`config.mk`:
```
export PLATFORM = sky130hd
export DESIGN_NAME = hazard_controller
export DESIGN_NICKNAME = d
export VERILOG_FILES = /design/src/rtl/hazard_pkg.sv /design/src/rtl/hazard_source_check.sv /design/src/rtl/hazard_controller.sv
export SDC_FILE = /design/constraint.sdc
export NUM_CORES = 1
export LEC_CHECK = 0
export BUFFER_PORTS_ARGS = -buffer_cell sky130_fd_sc_hd__buf_4
export CORE_MARGIN = 10
export CORE_UTILIZATION = 47
export CTS_CLUSTER_DIAMETER = 50
export DETAILED_ROUTE_END_ITERATION = 10
export MAX_ROUTING_LAYER = met4
export PLACE_DENSITY = 0.79
export SLEW_MARGIN = 10
export SYNTH_ARGS = -nofsm -noshare
export SYNTH_HDL_FRONTEND = slang
export SYNTH_SLANG_ARGS = --single-unit
export TNS_END_PERCENT = 50
```
`constraint.sdc`:
```
create_clock -name clk -period 2.1 [get_ports clk]
set_clock_uncertainty 0.15 [all_clocks]
set_input_delay 0.21 -clock clk [delete_from_list [all_inputs] [get_ports clk]]
set_output_delay 0.21 -clock clk [all_outputs]
set_load 0.02 [all_outputs]
```
`src/rtl/hazard_pkg.sv`:
```
// Shared types and constants for the pipeline hazard controller.
// Tuse/Tnew codes, forwarding select encodings, the per-stage slot record,
// and the saturating Tnew decrement used as slots advance.
package hazard_pkg;

   localparam int TNEW_W = 2;

   localparam logic [TNEW_W-1:0] TUSE_NONE = 2'd3;

   localparam logic [TNEW_W-1:0] TNEW_LINK = 2'd0;
   localparam logic [TNEW_W-1:0] TNEW_ALU  = 2'd1;
   localparam logic [TNEW_W-1:0] TNEW_LOAD = 2'd2;

   // ID-stage operand sources
   localparam logic [1:0] SEL_GRF = 2'd0;
   localparam logic [1:0] SEL_E   = 2'd1;
   localparam logic [1:0] SEL_M   = 2'd2;
   localparam logic [1:0] SEL_W   = 2'd3;

   // EX-stage operand sources
   localparam logic [1:0] EX_SEL_IDEX = 2'd0;
   localparam logic [1:0] EX_SEL_M    = 2'd1;
   localparam logic [1:0] EX_SEL_W    = 2'd2;

   typedef struct packed {
      logic [4:0]        dst;
      logic [TNEW_W-1:0] tnew;
   } slot_t;

   localparam slot_t SLOT_BUBBLE = '{dst: 5'd0, tnew: '0};

   function automatic logic [TNEW_W-1:0] tnew_dec(input logic [TNEW_W-1:0] t);
      return (t == '0) ? '0 : t - 1'b1;
   endfunction

endpackage

```
`src/rtl/hazard_source_check.sv`:
```
// Hazard check for one source operand against three producer slots.
// slots_i[0] is the youngest producer; select code for a hit in slot i is i+1,
// which lines up with both the ID encoding (E/M/W) and the EX encoding (M/W).
// Optional feature macro: HAZARD_FORWARD_EN (forwarding + Tnew-aware stalls).
module hazard_source_check
   import hazard_pkg::*;
(
   input  logic [4:0]        src_addr_i,
   input  logic [TNEW_W-1:0] tuse_i,
   input  slot_t [2:0]       slots_i,
   output logic              stall_o,
   output logic [1:0]        sel_o
);

   logic [2:0] hit;

   // Address match per slot; register 0 never carries a dependency
   always_comb begin
      hit = '0;
      for (int i = 0; i < 3; i++)
         hit[i] = (src_addr_i != 5'd0) && (src_addr_i == slots_i[i].dst);
   end

`ifdef HAZARD_FORWARD_EN
   // Stall while a slot 0/1 producer is later than the use; forward from the youngest hit
   always_comb begin
      stall_o = 1'b0;
      sel_o   = SEL_GRF;
      for (int i = 0; i < 2; i++)
         if (hit[i] && (slots_i[i].tnew > tuse_i))
            stall_o = 1'b1;
      // walk oldest to youngest so the youngest hit decides, even when it is not ready yet
      for (int i = 2; i >= 0; i--)
         if (hit[i])
            sel_o = (slots_i[i].tnew == '0) ? 2'(i + 1) : SEL_GRF;
   end
`else
   // Without forwarding any slot 0/1 producer blocks a real use; older results come via GRF write-through
   always_comb begin
      stall_o = (|hit[1:0]) && (tuse_i != TUSE_NONE);
      sel_o   = SEL_GRF;
   end
`endif

endmodule

```
`src/rtl/hazard_controller.sv`:
```
// Pipeline hazard controller for the five-stage core: tracks dst/Tnew of the
// instructions in E, M and W, drives stall and all forwarding selects.
// Optional feature macro: HAZARD_FORWARD_EN (undefined: selects tied to 0,
// any E/M match stalls).
module hazard_controller
   import hazard_pkg::*;
#(
   parameter int TW = 2
)
(
   input  logic          clk,
   input  logic          reset,
   input  logic [4:0]    id_rs_addr,
   input  logic [4:0]    id_rt_addr,
   input  logic [TW-1:0] id_rs_tuse,
   input  logic [TW-1:0] id_rt_tuse,
   input  logic [4:0]    id_dst_addr,
   input  logic [TW-1:0] id_tnew,
   output logic          stall,
   output logic [1:0]    id_fwd_rs_sel,
   output logic [1:0]    id_fwd_rt_sel,
   output logic [1:0]    ex_fwd_rs_sel,
   output logic [1:0]    ex_fwd_rt_sel
);

   slot_t      e_q, e_d, m_q, m_d, w_q, w_d;
   logic [4:0] e_rs_q, e_rs_d, e_rt_q, e_rt_d;
   logic       id_rs_stall, id_rt_stall, ex_rs_stall, ex_rt_stall;

   // Next slot contents: ID enters E unless stalled (bubble), older slots age by one
   always_comb begin
      e_d    = SLOT_BUBBLE;
      e_rs_d = 5'd0;
      e_rt_d = 5'd0;
      if (!stall) begin
         e_d    = '{dst: id_dst_addr, tnew: id_tnew};
         e_rs_d = id_rs_addr;
         e_rt_d = id_rt_addr;
      end
      m_d = '{dst: e_q.dst, tnew: tnew_dec(e_q.tnew)};
      w_d = '{dst: m_q.dst, tnew: tnew_dec(m_q.tnew)};
   end

   // Slot registers with synchronous clear
   always_ff @(posedge clk) begin
      if (reset) begin
         e_q    <= SLOT_BUBBLE;
         m_q    <= SLOT_BUBBLE;
         w_q    <= SLOT_BUBBLE;
         e_rs_q <= 5'd0;
         e_rt_q <= 5'd0;
      end else begin
         e_q    <= e_d;
         m_q    <= m_d;
         w_q    <= w_d;
         e_rs_q <= e_rs_d;
         e_rt_q <= e_rt_d;
      end
   end

   hazard_source_check u_id_rs (
      .src_addr_i (id_rs_addr),
      .tuse_i     (id_rs_tuse),
      .slots_i    ({w_q, m_q, e_q}),
      .stall_o    (id_rs_stall),
      .sel_o      (id_fwd_rs_sel)
   );

   hazard_source_check u_id_rt (
      .src_addr_i (id_rt_addr),
      .tuse_i     (id_rt_tuse),
      .slots_i    ({w_q, m_q, e_q}),
      .stall_o    (id_rt_stall),
      .sel_o      (id_fwd_rt_sel)
   );

   // EX consumers see only M and W; the third slot is a permanent bubble
   hazard_source_check u_ex_rs (
      .src_addr_i (e_rs_q),
      .tuse_i     (TUSE_NONE),
      .slots_i    ({SLOT_BUBBLE, w_q, m_q}),
      .stall_o    (ex_rs_stall),
      .sel_o      (ex_fwd_rs_sel)
   );

   hazard_source_check u_ex_rt (
      .src_addr_i (e_rt_q),
      .tuse_i     (TUSE_NONE),
      .slots_i    ({SLOT_BUBBLE, w_q, m_q}),
      .stall_o    (ex_rt_stall),
      .sel_o      (ex_fwd_rt_sel)
   );

   // EX checks run with TUSE_NONE so their stall terms are always 0
   assign stall = id_rs_stall | id_rt_stall | ex_rs_stall | ex_rt_stall;

endmodule

```
# ---- Word level (Yosys, flattened, before mapping)
# Index checks and enable logic that the tools add are counted.
# W data, S select, Z words.
dict set report totals {
  ff_bits 10
  latch_bits 0
  ram_bits 0
  mem_bits_ro 0
  input_bits 23
  output_inout_bits 9
  wordCells 20
  memories 0
}
dict set report op_classes {
  n_addsub 0
  multipliers 0
  div 0
  n_lt_le_gt_ge 0
  n_eq_ne 6
  shifts 0
  muxes 0
  n_bitwise 1
  reduce_logical 11
}
# op count
set ops {}
lappend ops {{$eq A5 B5 Y1} 4}
lappend ops {{$reduce_bool A5 Y1} 2}
lappend ops {{$logic_and A1 B1 Y1} 6}
lappend ops {{$reduce_or A2 Y1} 3}
lappend ops {{$ne A2 B2 Y1 const B} 2}
lappend ops {{$or A1 B1 Y1} 1}

# ---- Logic depth before layout (Yosys ltp)
# Gate-level depths: netlist of run 1.
dict set report depth {
  word_depth 6
  depth_mapped 4
  depth_no_buf 4
}

# ---- Cells and area by module
# From an unflattened synthesis of run 1, not the netlist that was laid out.
dict set report hier_totals {
  hier_cells 156
  hier_area_um2 1607.8
}
# module n_inst cells_each area_per_inst_um2 seq_area_each_um2
set modules_own_cells {}
lappend modules_own_cells {hazard_controller 1 76 977.2 620.6}
lappend modules_own_cells {hazard_source_check 4 20 157.7 0.0}

# ---- Worst setup path after synthesis of run 1
# Ideal clock, no wire load.
dict set report synth_path {
  path_kind {reg-to-output}
  start {register m_q[6] (netlist bit)}
  end {output port stall}
  arrival_time_ns 1.082
  required_ns 1.740
  setup_slack_ns 0.658
  stages_incl_launch_ff 5
  n_path_buf 0
  cell_sequence {dfxtp_1 -> xnor2_1 -> nand3_1 -> o22ai_2 -> a22o_1}
}
dict set report synth_via {
  elab_chain_len 5
  elab_cells_between_ends 9
  classes_between {eq/ne: 2; bitwise: 1; reduce/logical: 6}
}
# element line_no
set synth_rtl {}
lappend synth_rtl {{start: declaration} hazard_controller.sv:26} ;# slot_t e_q, e_d, m_q, m_d, w_q, w_d;
lappend synth_rtl {{start signal: assignment} hazard_controller.sv:54} ;# m_q <= m_d;
lappend synth_rtl {{$eq A5 B5 Y1} hazard_source_check.sv:21} ;# hit[i] = (src_addr_i != 5'd0) && (src_addr_i == slots_i[i].dst);
lappend synth_rtl {{$logic_and A1 B1 Y1} hazard_source_check.sv:21}
lappend synth_rtl {{$reduce_or A2 Y1} hazard_source_check.sv:40} ;# stall_o = (|hit[1:0]) && (tuse_i != TUSE_NONE);
lappend synth_rtl {{$logic_and A1 B1 Y1} hazard_source_check.sv:40}
lappend synth_rtl {{$or A1 B1 Y1 *} hazard_controller.sv:95} ;# assign stall = id_rs_stall | id_rt_stall | ex_rs_stall | ex_rt_stall;
lappend synth_rtl {{end: declaration} hazard_controller.sv:19} ;# output logic stall,
# Every way passes the cells marked *; elsewhere a longest branch is shown, timed or not.

# ---- Worst setup path after layout of run 1
# Same ends and word-level chain as after synthesis.

==> results of run 1 <==
[Yosys cell counts]
master	count
nand3_1	3
a221oi_1	5
nand2b_1	5
buf_4	8
nand2_1	4
a22o_1	1
nor2b_1	5
nor2_1	2
xnor2_1	20
nand3_2	1
o22ai_2	2
a22oi_1	2
conb_1	1
dfxtp_1	10
nor3_1	2
[state kept, by name, summed over array words and instances (netlist names)]
register / count
e_q: 5
m_q: 5
[area by class of cell]
cell class              count  area [um2]  share of cell area (%)
well taps                  15       18.77                   2.297
flip-flops and latches     10       200.2                   24.50
clock buffers               3       22.52                   2.757
repair buffers             21       157.7                   19.30
multi-input cells          60       417.9                   51.15
[cell families after synthesis]
kind of cell / Yosys count / share of synthesized area (%)
flops: 10 / 30.71
buf+inv: 8 / 9.213
other cells: 1 / 0.5753
xor+xnor: 20 / 26.87
simple gates: 22 / 18.43
compound gates: 10 / 14.20
[worst paths after layout]
| path | start | end | slack (ps) | cells past startpoint |
|---|---|---|---|---|
| min | reset | m_q[3] | 30 | 2 |
| max reg2reg | m_q[6] | e_q[3] | 740 | 4 |
| max | m_q[6] | stall | 210 | 5 |
| min reg2reg | e_q[3] | m_q[3] | 360 | 1 |
[power breakdown]
| part | internal [W] | switching [W] | total [W] |
|---|---|---|---|
| Sequential | 0.000202 | 0.0000113 | 0.000213 |
| Combinational | 0.0000719 | 0.0000642 | 0.000136 |
| Clock | 0.0000659 | 0.0000589 | 0.000125 |
[routing by layer]
layer,track usage [%],vias up
li1,-,275
met1,11.01,231
met2,15.04,25
met3,2.434,2
met4,7.047,0
met5,-,-
[per-stage QoR]
stage	hold slack (ps)	total power (W)	area, um2
after global routing	42.16	0.0005022	817.0
final	32.93	0.0004740	817.0
after floorplan	131.6	0.0003121	678.2
after global placement	297.0	0.0003512	794.5
after CTS	25.04	0.0004816	817.0
after detailed placement	305.6	0.0003544	794.5
==> reports/results.tsv, run 1 <==
metric	value	unit
area leader, netlist	dfxtp_1	
synthesized flop and latch total	10	
CORE AREA	1301	um2
Final GP Congestion	0.7734	
leading cell type in the layout, fill and taps excluded	buf_4	
synthesized area	651.9	um2
Worst-path clk slew	60	ps
status	finished clean	
Critical Path RT	1740	ps
f_max	528.7	MHz
Final setup viols	0	
post-CTS setup buffer count	0	
Starting Density	50.10	%
Layout Utilization	62.79	%
DRT antenna net count	0	
DR WL met2	675	um
Die ar.	3276	um2
most frequent cells in the layout	buf_4, xnor2_1, dfxtp_1, conb_1	
total track usage	9.891	%
CTS Buf Count	3	
Layout area overhead	25.34	%
diode count	0	
final-report hold violation count	0	
DIE WIDTH	57.24	um
top layer in use	met4	
Nets	119	
yosys warns	0	
drt total wl	1477	um
post-DR vias/cell	4.890	
I/O pins	32	
critical path's top delay family	compound AO/OA/AOI/OAI gates	
worst slew pin tran	510.0	ps
crit path max fanout	6	
largest net degree at the start of global routing	11	
Crit. End Element	primary output	
vias	533	
share of layout cells above drive strength 1	28.72	%
Avg Cell Area, Syn	9.181	um2
DP Cell Count	106	
CTS Hold Bufs	0	
fill cell count	125	
Power Density	580.2	nW/um2
WP data arrival	1530	ps
LEAKAGE	0.3207	nW
max incr delay on CP	370	ps
Rel. slew slack	66.00	%
sequential share of the synthesized area	30.71	%
largest cells by area after synthesis	dfxtp_1, xnor2_1, buf_4	
vias in the first global route	577	
max-slew violation count	0	
Final min period	1892	ps
Final WS setup	208.5	ps
crit path buf inv count	1	
startpoint types	register	
Synth top area share	30.71	%
first-pass GRT wire length	2553	um
RSZ-0062 raised after global routing	false	
fin cells	109	
critical path class	reg -> out	
Synth Instances	71	
routed wl met3	120	um
PostCTS Resize Cnt	0	
MaxCap Viol Count	0	
Port Buf Inserts	21	
Bufs on Longest Clock Path	2	
drt first pass iters	4	
clk sinks	10	
Fin Setup TNS	0	ps
Routed WL per cell	13.55	um
maximum vdd drop	0.3628	mV
initial antenna violation count	0	
Clk Latency, worst-skew pair	260	ps
Row Count	13	
drt first-iter violations	5	
worst hold-check path type	in -> reg	
Routed met1 length	657	um
Synth cell types	15	
CP Cell Sequence	xnor2_1 > nand3_1 > o22ai_2 > a22o_1 > buf_4	
die height	57.24	um
H-tree depth	1	
Place WS	479.6	ps
CTS tree	done	
DRC violations left	0	
Final HPWL DP	1294	um
root buf cell	clkbuf_4	
crit path max-delay cell type	dfxtp_1	
final worst-path cycle share	90.07	%
grt ovf	0	
(Power assumes the default switching activity.)
==> run 2, diff against run 1 <==
--- a/config.mk
+++ b/config.mk
@@ -12,6 +12,7 @@
 export DETAILED_ROUTE_END_ITERATION = 10
 export MAX_ROUTING_LAYER = met4
 export PLACE_DENSITY = 0.79
+export SETUP_SLACK_MARGIN = 0.4
 export SLEW_MARGIN = 10
 export SYNTH_ARGS = -nofsm -noshare
 export SYNTH_HDL_FRONTEND = slang
==> reports/results.tsv, run 2 (synthesized netlist as in run 1, its figures left out) <==
metric	value	unit
Crit. End Element	primary output	
R2R Setup Slk	780	ps
drt first pass iters	4	
vias	558	
DP Area	794.5	um2
Nets	121	
Final min period	1692	ps
post-DR vias/cell	5.027	
max-slew violation count	0	
initial antenna violation count	0	
Port Buf Inserts	21	
critical path class	reg -> out	
clock share of power	24.0	%
Clk Latency, worst-skew pair	260	ps
Die ar.	3276	um2
root buf cell	clkbuf_4	
register share of total power	42.6	%
Starting Density	50.10	%
sw power	0.0001505	W
RSZ-0062 raised after global routing	true	
Top Registers	e_q (5), m_q (5)	
Layout area overhead	46.45	%
Layout Utilization	73.37	%
Fin Setup TNS	0	ps
Internal	0.0003607	W
grt ovf	0	
CTS Buf Count	3	
Final GP Congestion	0.7734	
fin cells	111	
H-tree depth	1	
final worst-path cycle share	80.57	%
Logic pwr share	33.4	%
crit path max-delay cell type	dfxtp_4	
MaxCap Viol Count	0	
Power Density	535.5	nW/um2
final-report hold violation count	0	
most frequent cells in the layout	buf_4, xnor2_2, xnor2_1, conb_1, dfxtp_2	
DIE WIDTH	57.24	um
Routed WL per cell	14.77	um
leading cell type in the layout, fill and taps excluded	buf_4	
CTS Hold Bufs	0	
share of layout cells above drive strength 1	53.13	%
CTS tree	done	
Final setup viols	0	
LEAKAGE	0.3856	nW
first-pass GRT wire length	2808	um
startpoint types	register	
Critical Path RT	1740	ps
CP Cell Sequence	xnor2_2 > nand3_2 > o22ai_4 > a22o_1 > buf_6	
die height	57.24	um
crit path buf inv count	1	
CORE AREA	1301	um2
status	finished clean	
DRT antenna net count	0	
Switching Share	29.44	%
Row Count	13	
drt total wl	1640	um
f_max	591.1	MHz
critical path's top delay family	flip-flops	
DP Cell Count	106	
Bufs on Longest Clock Path	2	
WP data arrival	1330	ps
largest net degree at the start of global routing	11	
drt first-iter violations	9	
total track usage	11.06	%
DRC violations left	0	
Final HPWL DP	1294	um
Rel. slew slack	65.28	%
worst hold-check path type	in -> reg	
vias in the first global route	606	
diode count	0	
Design Area, Final	954.7	um2
crit path max fanout	3	
max incr delay on CP	360	ps
Worst-path clk slew	60	ps
maximum vdd drop	0.3559	mV
worst slew pin tran	520.8	ps
I/O pins	32	
clk sinks	10	
run 2: path summary, 6_finish.rpt:
path	from	to	cells after the start
worst max register to register	e_q[4]	e_q[6]	5
worst min register to register	e_q[5]	m_q[5]	1
worst min-delay path	reset	m_q[4]	2
worst max-delay path	e_q[4]	stall	5
run 2: area by class of cell:
type	count	area (um2)
timing repair buffer	23	176.4
multi-input combinational	60	520.5
tap	15	18.77
fill	100	346.6
sequential	10	216.5
clock buffer	3	22.52
run 2: what timing repair did:
item,4_1_cts,5_1_grt
setup buffers,2,0
pin swaps,13,2
gates resized for setup,26,1
hold endpoints to repair,0,0
endpoints found under the setup margin,1,1
run 2: layer usage:
layer / track usage (%) / wire length (um) / up-vias
met5: - / 0 / -
met4: 7.047 / 24 / 0
met3: 2.876 / 128 / 2
met2: 18.45 / 814 / 26
met1: 11.22 / 673 / 252
li1: - / - / 278
run 2: power by group through the flow:
stage	sequential (W)	clock, W	combinational (W)
after CTS	0.000217	0.000131	0.000169
final	0.000218	0.000123	0.000171
after floorplan	0.000215	0	0.0000968
after global placement	0.000218	0	0.000134
after detailed placement	0.000218	0	0.000137
after global routing	0.000219	0.000137	0.000185
run 2: through the flow:
| step | setup WS [ps] | hold WS (ps) | total power, W |
|---|---|---|---|
| after floorplan | 658.3 | 131.6 | 0.0003121 |
| after detailed placement | 479.6 | 305.6 | 0.0003544 |
| after global routing | 333.1 | 32.42 | 0.0005414 |
| after global placement | 505.0 | 297.0 | 0.0003512 |
| after CTS | 386.3 | 17.77 | 0.0005171 |
| final | 408.1 | 25.48 | 0.0005112 |
